## config.mk

```make
export PLATFORM = sky130hd
export DESIGN_NAME = load_store_unit
export DESIGN_NICKNAME = d
export VERILOG_FILES = /design/src/rtl/load_store_unit.sv
export SDC_FILE = /design/constraint.sdc
export NUM_CORES = 1
export LEC_CHECK = 0
export CORE_MARGIN = 2
export CORE_UTILIZATION = 38
export CTS_BUF_LIST = sky130_fd_sc_hd__clkbuf_4
export CTS_CLUSTER_SIZE = 30
export DETAILED_ROUTE_END_ITERATION = 12
export GPL_ROUTABILITY_DRIVEN = 0
export PLACE_DENSITY_LB_ADDON = 0.15
export SYNTH_ARGS = -nofsm -noshare
export SYNTH_HDL_FRONTEND = slang
export SYNTH_SLANG_ARGS = --single-unit
```

## constraint.sdc

```tcl
create_clock -name clk -period 2.76 [get_ports clk]
set_clock_uncertainty 0.1 [all_clocks]
set_input_delay 0.552 -clock clk [delete_from_list [all_inputs] [get_ports clk]]
set_output_delay 0.552 -clock clk [all_outputs]
set_load 0.01 [all_outputs]
```

## src/rtl/load_store_unit.sv

```systemverilog
// Load/store unit: byte-address to word-index translation, sub-word load extension,
// two-cycle read-modify-write for byte/halfword stores, and error detection/counting.
module load_store_unit #(
    parameter int ADDR_W = 8
) (
    input  logic        clk,
    input  logic        SYS_reset,
    input  logic        LSU_req,
    input  logic        LSU_we,
    input  logic [1:0]  LSU_size,
    input  logic        LSU_unsigned,
    input  logic [31:0] LSU_addr,
    input  logic [31:0] LSU_wdata,
    output logic [31:0] LSU_rdata,
    output logic        LSU_done,
    output logic        LSU_stall,
    output logic        LSU_err,
    output logic [7:0]  LSU_err_cnt,
    output logic [31:0] DMEM_address,
    output logic [31:0] DMEM_data_in,
    output logic        DMEM_mem_write,
    output logic        DMEM_mem_read,
    input  logic [31:0] DMEM_data_out
);
    typedef enum logic {IDLE, RMW_WR} state_t;

    state_t            state_q, state_d;
    logic [ADDR_W-1:0] idx_q, idx_d;
    logic [31:0]       merged_q, merged_d;
    logic [7:0]        err_cnt_q, err_cnt_d;

    logic        bad_access;
    logic [4:0]  shamt;
    logic [31:0] lane_data;
    logic [31:0] lane_mask;
    logic [31:0] word_idx;

    assign shamt     = {LSU_addr[1:0], 3'b000};
    assign lane_data = DMEM_data_out >> shamt;
    assign lane_mask = (LSU_size == 2'b00) ? (32'h0000_00FF << shamt) : (32'h0000_FFFF << shamt);
    assign word_idx  = {{(32-ADDR_W){1'b0}}, LSU_addr[ADDR_W+1:2]};

    // Any address bit above the memory's word index makes the access out of range.
    assign bad_access = (LSU_size == 2'b11)
                     || (LSU_size == 2'b01 && LSU_addr[0])
                     || (LSU_size == 2'b10 && LSU_addr[1:0] != 2'b00)
                     || ((LSU_addr >> (ADDR_W + 2)) != 32'd0);

    always_comb begin
        state_d        = state_q;
        idx_d          = idx_q;
        merged_d       = merged_q;
        err_cnt_d      = err_cnt_q;
        LSU_rdata      = 32'd0;
        LSU_done       = 1'b0;
        LSU_stall      = 1'b0;
        LSU_err        = 1'b0;
        DMEM_address   = 32'd0;
        DMEM_data_in   = 32'd0;
        DMEM_mem_write = 1'b0;
        DMEM_mem_read  = 1'b0;

        if (state_q == RMW_WR) begin
            DMEM_address   = {{(32-ADDR_W){1'b0}}, idx_q};
            DMEM_data_in   = merged_q;
            DMEM_mem_write = 1'b1;
            LSU_done       = 1'b1;
            state_d        = IDLE;
        end else if (LSU_req) begin
            if (bad_access) begin
                LSU_err  = 1'b1;
                LSU_done = 1'b1;
                if (err_cnt_q != 8'hFF) err_cnt_d = err_cnt_q + 8'd1;
            end else if (!LSU_we) begin
                DMEM_address  = word_idx;
                DMEM_mem_read = 1'b1;
                LSU_done      = 1'b1;
                case (LSU_size)
                    2'b00:   LSU_rdata = LSU_unsigned ? {24'd0, lane_data[7:0]}
                                                      : {{24{lane_data[7]}}, lane_data[7:0]};
                    2'b01:   LSU_rdata = LSU_unsigned ? {16'd0, lane_data[15:0]}
                                                      : {{16{lane_data[15]}}, lane_data[15:0]};
                    default: LSU_rdata = DMEM_data_out;
                endcase
            end else if (LSU_size == 2'b10) begin
                DMEM_address   = word_idx;
                DMEM_data_in   = LSU_wdata;
                DMEM_mem_write = 1'b1;
                LSU_done       = 1'b1;
            end else begin
                // Sub-word store: read now, write the merged word next cycle.
                DMEM_address  = word_idx;
                DMEM_mem_read = 1'b1;
                LSU_stall     = 1'b1;
                idx_d         = LSU_addr[ADDR_W+1:2];
                merged_d      = (DMEM_data_out & ~lane_mask) | ((LSU_wdata << shamt) & lane_mask);
                state_d       = RMW_WR;
            end
        end

        // Reset forces every combinational output low so no write strobe survives into the negedge.
        if (SYS_reset) begin
            LSU_rdata      = 32'd0;
            LSU_done       = 1'b0;
            LSU_stall      = 1'b0;
            LSU_err        = 1'b0;
            DMEM_address   = 32'd0;
            DMEM_data_in   = 32'd0;
            DMEM_mem_write = 1'b0;
            DMEM_mem_read  = 1'b0;
        end
    end

    always_ff @(posedge clk or posedge SYS_reset) begin
        if (SYS_reset) begin
            state_q   <= IDLE;
            idx_q     <= '0;
            merged_q  <= 32'd0;
            err_cnt_q <= 8'd0;
        end else begin
            state_q   <= state_d;
            idx_q     <= idx_d;
            merged_q  <= merged_d;
            err_cnt_q <= err_cnt_d;
        end
    end

    assign LSU_err_cnt = err_cnt_q;
endmodule

```

==> results of run 1 <==
[sequential cells by signal (all words and copies together), names as in the netlist]
register     flops
LSU_err_cnt      8
state_q          1
idx_q            8
merged_q        32
[placed cells by master (no fill, tap or decap), drive strengths merged, types with 8 or more instances in the layout]
cell type	n
a2111oi	16
a21oi	17
a22o	8
a22oi	9
buf	176
clkbuf	11
clkdlybuf4s15	10
clkdlybuf4s50	78
conb	24
dfrtp	49
inv	20
mux2	12
mux2i	64
nand2	47
nor2	72
o21ai	48
o22ai	8
[cell families (layout without fill, tap and decap cells)]
group,Yosys count,after routing,share of synthesized area
mux,76,76,0.187
compound gates,126,127,0.222
buf+inv,84,304,0.107
flops,49,49,0.295
xor+xnor,7,7,0.0148
other cells,1,24,0.000902
fa+ha+maj,1,1,0.00301
simple gates,159,159,0.170
[routing by layer]
layer / vias up / global-route usage
met1: 2244 / 0.334
met2: 220 / 0.401
met4: 0 / 0.0943
met3: 41 / 0.0555
li1: 2241 / -
met5: - / 0
[area by class of cell]
| class | instances | area share |
|---|---|---|
| Multi-Input combinational cell | 394 | 0.437 |
| Clock buffer | 5 | 0.00515 |
| Tap cell | 140 | 0.0240 |
| Timing Repair Buffer | 276 | 0.345 |
| Clock inverter | 3 | 0.00944 |
| Sequential cell | 49 | 0.168 |
| Inverter | 20 | 0.0108 |
[power by group]
group | internal [W] | switching, W
Clock | 0.000285 | 0.000237
Sequential | 0.000767 | 0.0000631
Combinational | 0.000404 | 0.000393
[metrics by stage]
stage	total power [W]	std cells	setup TNS [ns]
floorplan	0.00118	526	-0.353
global placement	0.00155	856	-57.09
detailed placement	0.00157	856	-59.83
CTS	0.00212	882	-2.67
global route	0.00227	887	-5.40
finish	0.00215	887	-2.38
[cell usage after synthesis, types with 4 or more instances]
cell type                   count  area (sq um)
sky130_fd_sc_hd__mux2i_1       64           641
sky130_fd_sc_hd__nand2_1       47           176
sky130_fd_sc_hd__nor4_1         7          43.8
sky130_fd_sc_hd__xor2_1         7          61.3
sky130_fd_sc_hd__nor3_1         6          30.0
sky130_fd_sc_hd__nand3_1        4          20.0
sky130_fd_sc_hd__o21ai_0       47           235
sky130_fd_sc_hd__o22a_1         6          52.6
sky130_fd_sc_hd__nand2b_1       6          37.5
sky130_fd_sc_hd__inv_1         20          75.1
sky130_fd_sc_hd__buf_4         26           195
sky130_fd_sc_hd__a22o_1         8          70.1
sky130_fd_sc_hd__dfrtp_1       49          1230
sky130_fd_sc_hd__a2111oi_0      6          52.6
sky130_fd_sc_hd__nor2_1        71           267
sky130_fd_sc_hd__a21oi_1       17          85.1
sky130_fd_sc_hd__o221ai_1       7          61.3
sky130_fd_sc_hd__a2111oi_2      7           105
sky130_fd_sc_hd__buf_2          8          40.0
sky130_fd_sc_hd__mux2_2        12           135
sky130_fd_sc_hd__clkbuf_1      26          97.6
sky130_fd_sc_hd__a22oi_1        9          67.6
sky130_fd_sc_hd__o22ai_1        8          50.1
[worst max path at each step]
stage               slack [ns]             start          endpoint  cells after the start
finish                    -0.1      LSU_addr[12]  DMEM_data_in[12]                     11
global placement         -1.00  DMEM_data_out[7]     LSU_rdata[23]                      8
detailed placement       -1.07  DMEM_data_out[7]     LSU_rdata[16]                      7
global route             -0.16      LSU_addr[12]  DMEM_data_in[12]                     11
CTS                      -0.16       LSU_addr[0]     LSU_rdata[16]                      7
floorplan                -0.05       LSU_addr[0]     LSU_rdata[16]                      6
[repair_timing]
item,CTS,global route
setup endpoints to repair,77,76
hold endpoints to repair,0,0
pin swaps,30,47
hold buffers,0,0
gates cloned,6,0
buffers inserted,12,6
gates resized for setup,446,108
[worst reg2reg max path, stage by stage, from the launching register on]
cell and delay [ns]:
sky130_fd_sc_hd__dfrtp_2 0.40, sky130_fd_sc_hd__buf_4 0.47, sky130_fd_sc_hd__nor2b_1 0.15, sky130_fd_sc_hd__and3_1 0.21, sky130_fd_sc_hd__nand3_2 0.09, sky130_fd_sc_hd__buf_12 0.26, sky130_fd_sc_hd__mux2_2 0.40
==> run summary, run 1 <==
The flow ran to the end, but the final reports show violations. The final reports fail on setup timing. The number of max-cap violations was 0. The routed layout has 4746 vias. The reg-to-reg endpoint is idx_q[1].

On the critical path, the stage with the largest delay is an instance of sky130_fd_sc_hd__and4_4. Y dimension of the die: 109 um. The hold violation count in the final report was 0. The worst setup path is launched from an input pin. The tightest min-delay check is of the reg -> reg type.

The worst register-to-register path has a setup slack of 0.59 ns. In the final routed layout, each cell accounts on average for 17.7 um. The floorplan step set the die width to 109 um. The logs give 11100 um for the half-perimeter wire length after detailed placement and 260 for the DRC marker count from the first detailed-route iteration. The worst hold path begins at merged_q[30]. The via-per-instance ratio works out to 5.35. The average footprint of a synthesized cell is 8.26 sq um. The area of the die is 11800 sq um.

The starting density of the core was 0.387; the site row count was 38. For the register cell area after layout, the log shows 1230 sq um. At the end of the flow, the number of nets in the layout was 850. The arrival time of data at the critical path endpoint is 2.20 ns, and the met1 wire length is 6560 um.

The share of flip-flops with an asynchronous set or reset came out at 1.00. Reg-to-reg critical path startpoint: state_q. For this block, the routed nets add up to 15700 um of wire. Yosys mapped a number of flops with a built-in enable equal to 0. Delay of the slowest cell on the worst path: 0.26 ns.

The logs give 7290 sq um for the final instance area and 5 for the number of optimization iterations in the first detailed-route pass. The final hold slack came out at 0.399 ns. Walking the worst path, the cells encountered are buf_6 > nor4_4 > and4_4 > and2_4 > buf_6 > a31oi_4 > buf_12 > buf_8 > buf_8 > nor2_1 > buf_2.

The run gives 4574 as the number of global-route vias before repair. The count of buffers added on input and output ports is 187. The minimum clock period works out to 2.86 ns.

TritonCTS built the clock tree. The count of cells along the worst hold path is 2, and the I/O pin count is 212. VDD sags by at most 0.000209 V. For hold timing, the worst endpoint is merged_q[30]. For the maximum root-to-sink buffer count, the log shows 2. The analysis attributes to cell leakage a power of 3.21 nW. Power spread over the standard cell area amounts to 295 nW/um^2. The post-synthesis sequential area ratio came out at 0.295. The first global-routing pass estimated 23500 um of wire. Final worst-path setup slack: -0.0954 ns. For the worst setup path, the data required time is 2.11 ns. The detailed route wirelength on metal3 is 1230 um, and the pre-CTS worst setup slack is -1.07 ns. Entering global routing, the biggest net connects 71 pins. The run gives 0.678 as the core utilization of the finished layout. For the number of warnings printed during yosys synthesis, the log shows 0. Setup violations remaining at the end of the flow were counted as 39. The remaining design rule violation count is 0. The filler cells instantiated in the layout total 869. For the clock latency on the worst-skew pair, the log shows 0.36 ns. Of all nets on the critical path, the largest fanout is 6. Summed over all layers, the global routing overflow is 0. The tools report the relative slew slack as 0.570. After detailed placement, the total cell area comes to 6590 sq um. The number of buffers and inverters on the critical path is 6. The tree is rooted in a sky130_fd_sc_hd__clkbuf_4. The total global routing track utilization is 0.252, and the number of standard cells after synthesis is 503. The number of flip-flops and latches in the synthesized netlist was 49. Static timing analysis puts the maximum clock frequency at 0.350 GHz. Initial antenna violation count: 0.

The TritonCTS sink count is 49. The register clock-pin slew on the reported worst setup and hold paths was 0.15 ns. The share of final-layout standard cells stronger than drive strength 1 works out to 0.390.

Primary flip-flop cell chosen by synthesis mapping: sky130_fd_sc_hd__dfrtp_1. The area of the multi-input gates came out at 3180 sq um. Fraction of the cycle the final worst path needs: 1.03. The kind of cell adding the most delay to the critical path is buffers and inverters. Setup repair after global routing could not meet its margin everywhere. The H-tree was split into 2 levels. The tools report the met2 routed wirelength as 7390 um. The core area was 10700 sq um; the number of buffers added by the clock tree synthesis step was 5.

The measured slew at the worst slew-check pin came out at 0.645 ns. Compared with the post-synthesis result, the final layout area differs by 75.4%. For the max-slew violation count, the log shows 0. Startpoint-to-endpoint class of the critical path: in -> out. In this run the remaining antenna-violating nets after routing total 0. The count of antenna diodes in the layout is 0.

Signal routing reaches up to met4. For the worst flop-to-flop path, the logic depth is 6. The run gives 4160 sq um as the post-synth design cell area. STA classifies the critical path endpoint as an output pin. Distinct cell type count after synthesis: 44.
Note: power is estimated with default switching activity, not from simulation.
==> run 2, diff against run 1 <==
- ABC_AREA: not set -> 1
- CORE_UTILIZATION: 38 -> 39
- PLACE_DENSITY_LB_ADDON: 0.15 -> 0.08
- clock period: 2.76 -> 2.5 ns (I/O delays scaled with it)
==> run 2 against run 1 <==
Compared with the run above:
- the run still ends with setup timing left
- synthesized cell count grew 37%
- clock power fell by 24%
- core utilization down 2.0 points
- sequential power grew 5.3%
- non-clock buffer count increased by 36
- register-to-register slack better by 0.04 ns
- count of clock-buffer cells in the layout increased by 1
- global-route usage increased by 2.4 points
- design area is 2.3% higher
- combinational power increased by 6.1%
- critical path depth down 1
- routed wire length increased by 15%
- critical path type is now reg -> out
- critical endpoint is now LSU_rdata[23]
- largest cell class unchanged
==> run summary, run 2 <==
The flow ran to the end, but the final reports show violations. The final reports fail on setup timing. The die boundary width is 111 um (+2.7%).

The wire length after detailed routing came out at 18000 um (+15%). Signal routing reaches up to met4. The run gives 26 (-33%) as the total setup violations reported at the end of the flow.

The share of flip-flops with an asynchronous set or reset is 1.00 (unchanged), and the average footprint of a synthesized cell is 6.52 sq um (-21%). The top cell type by total area after synthesis is sky130_fd_sc_hd__dfrtp_1. The share of the synthesized area in the top cell type works out to 0.272 (-0.0229).

The number of flip-flops and latches in the synthesized netlist came out at 49 (unchanged). For the distinct cell type count after synthesis, the log shows 31 (-30%). The total congestion overflow after global routing was 0 (unchanged). The instance area at placement is 7080 sq um (+7.5%). The post-synth design cell area came out at 4500 sq um (+8.4%). The tools report the starting density of the core as 0.398 (+0.0112). In the post-synthesis netlist, the cell with the most instances is sky130_fd_sc_hd__nand2_1. The startpoint-to-endpoint class of the critical path was reg -> out. After synthesis, the cell types taking the most area are sky130_fd_sc_hd__dfrtp_1, sky130_fd_sc_hd__nand2_1, sky130_fd_sc_hd__mux2i_1. The tools report the I/O pin count as 212 (unchanged).

The library cells used most frequently in the layout, excluding fill and tap cells, are sky130_fd_sc_hd__nand2_1, sky130_fd_sc_hd__buf_4, sky130_fd_sc_hd__clkdlybuf4s50_1, sky130_fd_sc_hd__nor2_1, sky130_fd_sc_hd__buf_2. The minimum clock period is 2.55 ns, and the area of the die is 12400 sq um (+5.4%). The site row count was 39 (+2.6%); the max-slew violation count was 0 (unchanged). Number of cells traversed by the worst register-to-register path: 10 (+4). The mux cell area share after synthesis is 0.0822 (-0.104). The final instance area was 7450 sq um (+2.3%); the total leakage power was 3.59 nW (+12%). The count of cells along the worst hold path is 2 (unchanged). The tools report the buffer cell driving the clock tree root as sky130_fd_sc_hd__clkbuf_4. The logs give 0 (unchanged) for the remaining design rule violation count and 1.90 ns (-0.21 ns) for the required time of the worst setup path. For the residual antenna-violating net count after detailed routing, the log shows 0 (unchanged).

The number of global-route vias before repair is 5717 (+25%), and the hold violation count in the final report is 0 (unchanged). Clock latency on the worst-skew pair: 0.37 ns (about the same). The routed via count is 5802 (+22%), and the register clock-pin slew on the reported worst setup and hold paths is 0.16 ns (about the same). The port buffer count came out at 187 (unchanged). Half-perimeter wire length after detailed placement: 13600 um (+23%). Compared with the post-synthesis result, the final layout area differs by 65.5%. The power per standard cell area was 284 nW/um^2 (-3.6%); the net total in the final layout was 1077 (+27%).

Leaving out fill and tap cells, the most frequent cell in the layout is sky130_fd_sc_hd__nand2_1. Average wire per standard cell: 16.2 um (-8.6%). The register with the highest flop count is merged_q. The adder-cell share of the synthesized area was 0.00278 (-0.000233). For the detailed route wirelength on metal3, the log shows 1090 um (-12%). For the first-pass GRT wire length, the log shows 28000 um (+20%). The simple-gate share of the synthesized area was 0.328 (+0.158); the arrival time of data at the critical path endpoint was 1.95 ns (-0.25 ns).

The maximum root-to-sink buffer count was 2 (unchanged). Area fraction in compound gates after synthesis: 0.176 (-0.0458). The maximum net fanout on the critical path came out at 8 (+2). After synthesis, the largest family of logic cells by area is simple AND/OR/NAND/NOR gates.

The post-route setup TNS came out at -0.792 ns (+1.58 ns). The total global routing track utilization was 0.276 (+0.0239); the top achievable clock speed was 0.392 GHz. The run gives 0 (unchanged) as the number of warnings printed during yosys synthesis. The initial antenna violation count came out at 0 (unchanged). The run gives 0.000423 V (+100%) as the maximum ir drop on the vdd rail.

TritonCTS built the clock tree. The primary flip-flop cell chosen by synthesis mapping is sky130_fd_sc_hd__dfrtp_1. The number of max-cap violations came out at 0 (unchanged).

STA classifies the critical path endpoint as an output pin. The count of fill cells added during filler insertion is 993 (+14%). Setup repair after global routing could not meet its margin everywhere.

The flip-flop count of the largest register after layout is 32 (unchanged), and the DRC marker count from the first detailed-route iteration is 443 (+70%). The tools report the maximum level of the CTS H-tree as 2 (unchanged). The final worst-path setup slack is -0.0518 ns (+0.0436 ns).

The TritonCTS sink count is 49 (unchanged). The number of optimization iterations in the first detailed-route pass came out at 7 (+2). The share of final-layout standard cells stronger than drive strength 1 works out to 0.344 (-0.0456). The number of synthesized flops with an enable pin was 0 (unchanged). The worst hold path belongs to the class reg -> reg.

The synthesized-area fraction occupied by xor and xnor cells is 0.0117 (-0.00309). The via-per-instance ratio is 5.19 (-2.9%). The maximum number of pins on one net before global-route repair was 31 (-56%). The fraction of the cycle the final worst path needs is 1.02, and the number of buffers added by the clock tree synthesis step is 5 (unchanged). The count of antenna diodes in the layout is 0 (unchanged), and the y dimension of the die is 111 um (+2.7%).

The met1 wire length is 7590 um (+16%), and the number of standard cells after synthesis is 691 (+37%). The met2 routed wirelength came out at 8830 um (+20%). The run gives 11300 sq um (+5.4%) as the core area. The post-synthesis sequential area ratio is 0.272 (-0.0229). STA classifies the critical path startpoint as a flop.

In the synthesized netlist, the cells that appear most often are sky130_fd_sc_hd__nand2_1, sky130_fd_sc_hd__nor2_1, sky130_fd_sc_hd__a21oi_1, sky130_fd_sc_hd__dfrtp_1.
run 2: power by group:
part | total, W | internal, W | switching [W]
Sequential | 0.000874 | 0.000826 | 0.0000479
Clock | 0.000399 | 0.000124 | 0.000275
Combinational | 0.000846 | 0.000421 | 0.000426
Total | 0.00212 | 0.00137 | 0.000748
run 2: path summary, 6_finish.rpt:
path / endpoint / slack, ns / from
max: LSU_rdata[23] / -0.05 / state_q
min: merged_q[17] / 0.40 / merged_q[17]
max reg2reg: merged_q[11] / 0.63 / state_q
min reg2reg: merged_q[17] / 0.40 / merged_q[17]
max in group asynchronous: merged_q[15] / 1.33 / SYS_reset
min in group asynchronous: idx_q[7] / 0.54 / SYS_reset
run 2: metrics by stage:
stage	total power [W]	hold slack, ns	util	setup WS (ns)	std cells
final	0.00212	0.400	0.658	-0.0518	1117
after global routing	0.00224	0.432	0.658	-0.142	1117
after CTS	0.00210	0.403	0.645	-0.0564	1111
after detailed placement	0.00168	0.367	0.625	-0.833	1082
after global placement	0.00167	0.369	0.625	-0.739	1082
after floorplan	0.00124	0.349	-	0.201	714
run 2: per-layer routing:
metal	vias up	track usage
met3	42	0.0446
li1	2797	-
met5	-	0
met1	2697	0.353
met2	266	0.479
met4	0	0.0840
run 2: final cells by class:
cell class | instances | area (sq um) | area share
multi-input combinational | 556 | 3130 | 0.420
timing repair buffer | 312 | 2670 | 0.358
sequential | 49 | 1230 | 0.165
inverter | 49 | 191 | 0.0257
tap | 143 | 179 | 0.0240
clock buffer | 6 | 45.0 | 0.00604
clock inverter | 2 | 13.8 | 0.00185
run 2: kinds of logic (layout without fill, tap and decap cells):
kind of cell	after synthesis	after routing
simple gates	337	338
compound gates	150	150
buf+inv	110	369
flops	49	49
mux	37	37
xor+xnor	6	6
fa+ha+maj	1	1
other cells	1	24
run 2: worst max-delay path: stages, from the launching register on:
cell and delay, ns:
sky130_fd_sc_hd__dfrtp_2 0.47, sky130_fd_sc_hd__nor2_4 0.12, sky130_fd_sc_hd__inv_2 0.05, sky130_fd_sc_hd__nor2_2 0.08
sky130_fd_sc_hd__inv_2 0.07, sky130_fd_sc_hd__nor2_4 0.12, sky130_fd_sc_hd__buf_6 0.13, sky130_fd_sc_hd__nand3_4 0.11
sky130_fd_sc_hd__buf_12 0.20, sky130_fd_sc_hd__nor2_4 0.10, sky130_fd_sc_hd__buf_6 0.11
run 2: timing repair:
item	CTS	global route
endpoints found under the setup margin	77	77
gates cloned	3	1
hold buffers	0	0
endpoints found under the hold margin	0	0
pin swaps	31	24
setup buffers	19	6
gates resized for setup	408	127
==> run 3, diff against run 2 <==
- PLACE_DENSITY: not set -> 0.89
- PLACE_DENSITY_LB_ADDON: 0.08 -> not set
==> run 3 against run 2 <==
Compared with the run above:
- the run still ends with setup timing left
- die area did not move
- power increased by 2.8%
- maximum frequency shrank 1.7%
==> run summary, run 3 (synthesis gave the netlist of run 2 again) <==
The run finished, with violations left. The checks that failed: setup timing. In this design, the critical path's most frequently occurring cell is sky130_fd_sc_hd__nor2_4.

The most common library cell in the layout ignoring fill and taps was sky130_fd_sc_hd__nand2_1. The overall power consumption was 0.00218 W (+2.8%). The delay of the slowest cell on the worst path is 0.46 ns (about the same), and the final hold slack is 0.282 ns (-0.118 ns). The run gives 0.398 (unchanged) as the starting density of the core. The via-per-instance ratio is 5.31 (+2.3%), and the average wire per standard cell is 16.0 um (-1.2%).

The number of global-route vias before repair was 5538 (-3.1%); the power share of the sequential group was 0.402 (-0.011). The instance area at placement was 7020 sq um (-0.85%). The maximum root-to-sink buffer count was 2 (unchanged); the sum of buffers and inverters on the critical path was 6 (+1).

The maximum net fanout on the critical path is 4 (-4), and the switching fraction of total power is 0.339 (-0.0141). The net total in the final layout is 1071 (-0.56%). TritonCTS built the clock tree.

The library cells used most frequently in the layout, excluding fill and tap cells, are sky130_fd_sc_hd__nand2_1, sky130_fd_sc_hd__buf_4, sky130_fd_sc_hd__clkdlybuf4s50_1, sky130_fd_sc_hd__buf_2, sky130_fd_sc_hd__nor2_1. The run gives -0.765 ns (+0.0678 ns) as the pre-CTS worst setup slack. The fraction of the cycle the final worst path needs is 1.04 (+0.0172). The run gives 11300 sq um (unchanged) as the core area. The register clock-pin slew on the reported worst setup and hold paths works out to 0.16 ns (about the same). The reg-to-reg critical path startpoint is LSU_err_cnt[0]. The logs give 0.219 (+0.031) for the clock group share of total power and 0 (unchanged) for the residual antenna-violating net count after detailed routing. The area of the die came out at 12400 sq um (unchanged). Internal power contribution: 0.00144 W (+5.1%).

The reg-to-reg endpoint is LSU_err_cnt[3]. Among all stages on the critical path, the largest delay is contributed by sky130_fd_sc_hd__dfrtp_2. Following the worst setup path forward leads to its endpoint at DMEM_address[1]. The minimum clock period is 2.59 ns (+0.0429 ns). The critical path capture point type was an output pin.

The startpoint-to-endpoint class of the critical path was reg -> out. The critical path goes through nor2_4 > inv_2 > nor2_4 > inv_2 > nor2_4 > buf_6 > buf_6 > clkinvlp_4 > o21ai_2 > buf_2. The logs give 0 (unchanged) for the max-slew violation count and 674 (+52%) for the DRC marker count from the first detailed-route iteration.

The logs give 0 (unchanged) for the hold violation count in the final report and 1.90 ns (about the same) for the required time of the worst setup path. The number of optimization iterations in the first detailed-route pass came out at 6 (-1). The wire length after detailed routing was 17700 um (-1.7%); the port buffer count was 187 (unchanged).

The y dimension of the die was 111 um (unchanged). The flip-flop count of the largest register after layout is 32 (unchanged). For the final worst-path setup slack, the log shows -0.0947 ns (-0.0429 ns). The worst hold path belongs to the class in -> async. The maximum level of the CTS H-tree was 2 (unchanged). The arrival time of data at the critical path endpoint was 1.99 ns (+0.04 ns). The routed via count was 5903 (+1.7%). The nature of the critical path startpoint was a flop. The die boundary width came out at 111 um (unchanged).

The remaining design rule violation count was 0 (unchanged). Number of max-cap violations: 0 (unchanged). The count of antenna diodes in the layout was 0 (unchanged); the total global routing track utilization was 0.269 (-0.00639). Counting flops per register, the top entry is merged_q. The maximum number of pins on one net before global-route repair came out at 48 (+55%).

The first-pass GRT wire length is 27700 um (-1.4%). The logic depth of the worst path, buffers included is 10 (unchanged), and the maximum ir drop on the vdd rail is 0.000245 V (-42%). Setup repair after global routing could not meet its margin everywhere. The TritonCTS sink count was 49 (unchanged); the power share of the combinational group was 0.379 (-0.020). Buffer cell driving the clock tree root: sky130_fd_sc_hd__clkbuf_4.

Kind of cell adding the most delay to the critical path: buffers and inverters. The tools report the initial antenna violation count as 0 (unchanged). The tools report the setup slack on the worst flop-to-flop path as 0.90 ns (+0.27 ns). Compared with the post-synthesis result, the final layout area differs by 63.1%. The launching instance or port of the critical path was state_q. The power per standard cell area came out at 297 nW/um^2 (+4.3%).

The total setup violations reported at the end of the flow was 26 (unchanged). The I/O pin count is 212 (unchanged), and the total leakage power is 3.56 nW (-0.86%). The run gives 5 (unchanged) as the number of buffers added by the clock tree synthesis step. Number of cells traversed by the worst register-to-register path: 7 (-3). The tools report the clock latency on the worst-skew pair as 0.37 ns (about the same).

Net switching power of the design: 0.000739 W (-1.3%). The share of final-layout standard cells stronger than drive strength 1 is 0.327 (-0.0165), and the count of fill cells added during filler insertion is 934 (-5.9%). The logs give 0 (unchanged) for the total congestion overflow after global routing and 12800 um (-5.9%) for the half-perimeter wire length after detailed placement. For the site row count, the log shows 39 (unchanged). The run gives 0.385 GHz (-1.7%) as the top achievable clock speed. The final instance area came out at 7350 sq um (-1.4%).
==> run 3: metrics by stage <==
stage	cells	utilization	setup TNS, ns
floorplan	714	-	0
global placement	1079	0.620	-46.88
detailed placement	1079	0.620	-49.42
CTS	1105	0.625	-0.173
global route	1111	0.649	-6.89
finish	1111	0.649	-0.939
==> run 3: how the worst min path moves through the flow <==
stage | end | depth (start not counted) | slack [ns]
after floorplan | merged_q[17] | 2 | 0.35
after global routing | LSU_err_cnt[2] | 4 | 0.28
after CTS | merged_q[17] | 2 | 0.41
final | merged_q[7] | 4 | 0.28
after detailed placement | merged_q[17] | 2 | 0.37
after global placement | merged_q[23] | 2 | 0.36
==> run 3: worst register-to-register path, stage by stage (launching register included) <==
cell and delay (ns):
sky130_fd_sc_hd__dfrtp_1 0.46, sky130_fd_sc_hd__ha_1 0.26, sky130_fd_sc_hd__nand4_1 0.14, sky130_fd_sc_hd__nor2_1 0.06, sky130_fd_sc_hd__a21oi_2 0.13, sky130_fd_sc_hd__nand2_1 0.20, sky130_fd_sc_hd__nand2_1 0.11, sky130_fd_sc_hd__nand2_1 0.06
==> run 3: per-layer routing <==
metal	part of all wire	up-vias	GRT usage
met4	0.035	0	0.114
met3	0.096	51	0.0577
met1	0.40	2711	0.356
met5	0	-	0
met2	0.46	357	0.429
li1	-	2784	-
==> run 3: layout make-up <==
cell class                 instances  area [sq um]  share of cell area
timing repair inverter             1          7.51             0.00102
multi-input combinational        556          3090               0.420
tap                              143           179              0.0244
clock inverter                     3          41.3             0.00562
sequential                        49          1230               0.167
timing repair buffer             305          2570               0.350
clock buffer                       5          37.5             0.00511
inverter                          49           196              0.0267
==> run 3: repair_timing <==
| action | in CTS | in global routing |
|---|---|---|
| setup buffers | 14 | 6 |
| setup endpoints to repair | 77 | 76 |
| hold endpoints to repair | 0 | 0 |
| hold buffers | 0 | 0 |
| pin swaps | 43 | 31 |
| gates resized for setup | 458 | 82 |
| cloned | 4 | 0 |
==> run 3: power groups by stage <==
stage          Combinational (W)  Clock [W]  Sequential (W)
2_1_floorplan           0.000343          0        0.000898
3_3_place_gp            0.000763          0        0.000888
3_5_place_dp            0.000777          0        0.000889
4_1_cts                 0.000791   0.000480        0.000875
5_1_grt                 0.000888   0.000510        0.000883
6_report                0.000826   0.000478        0.000876
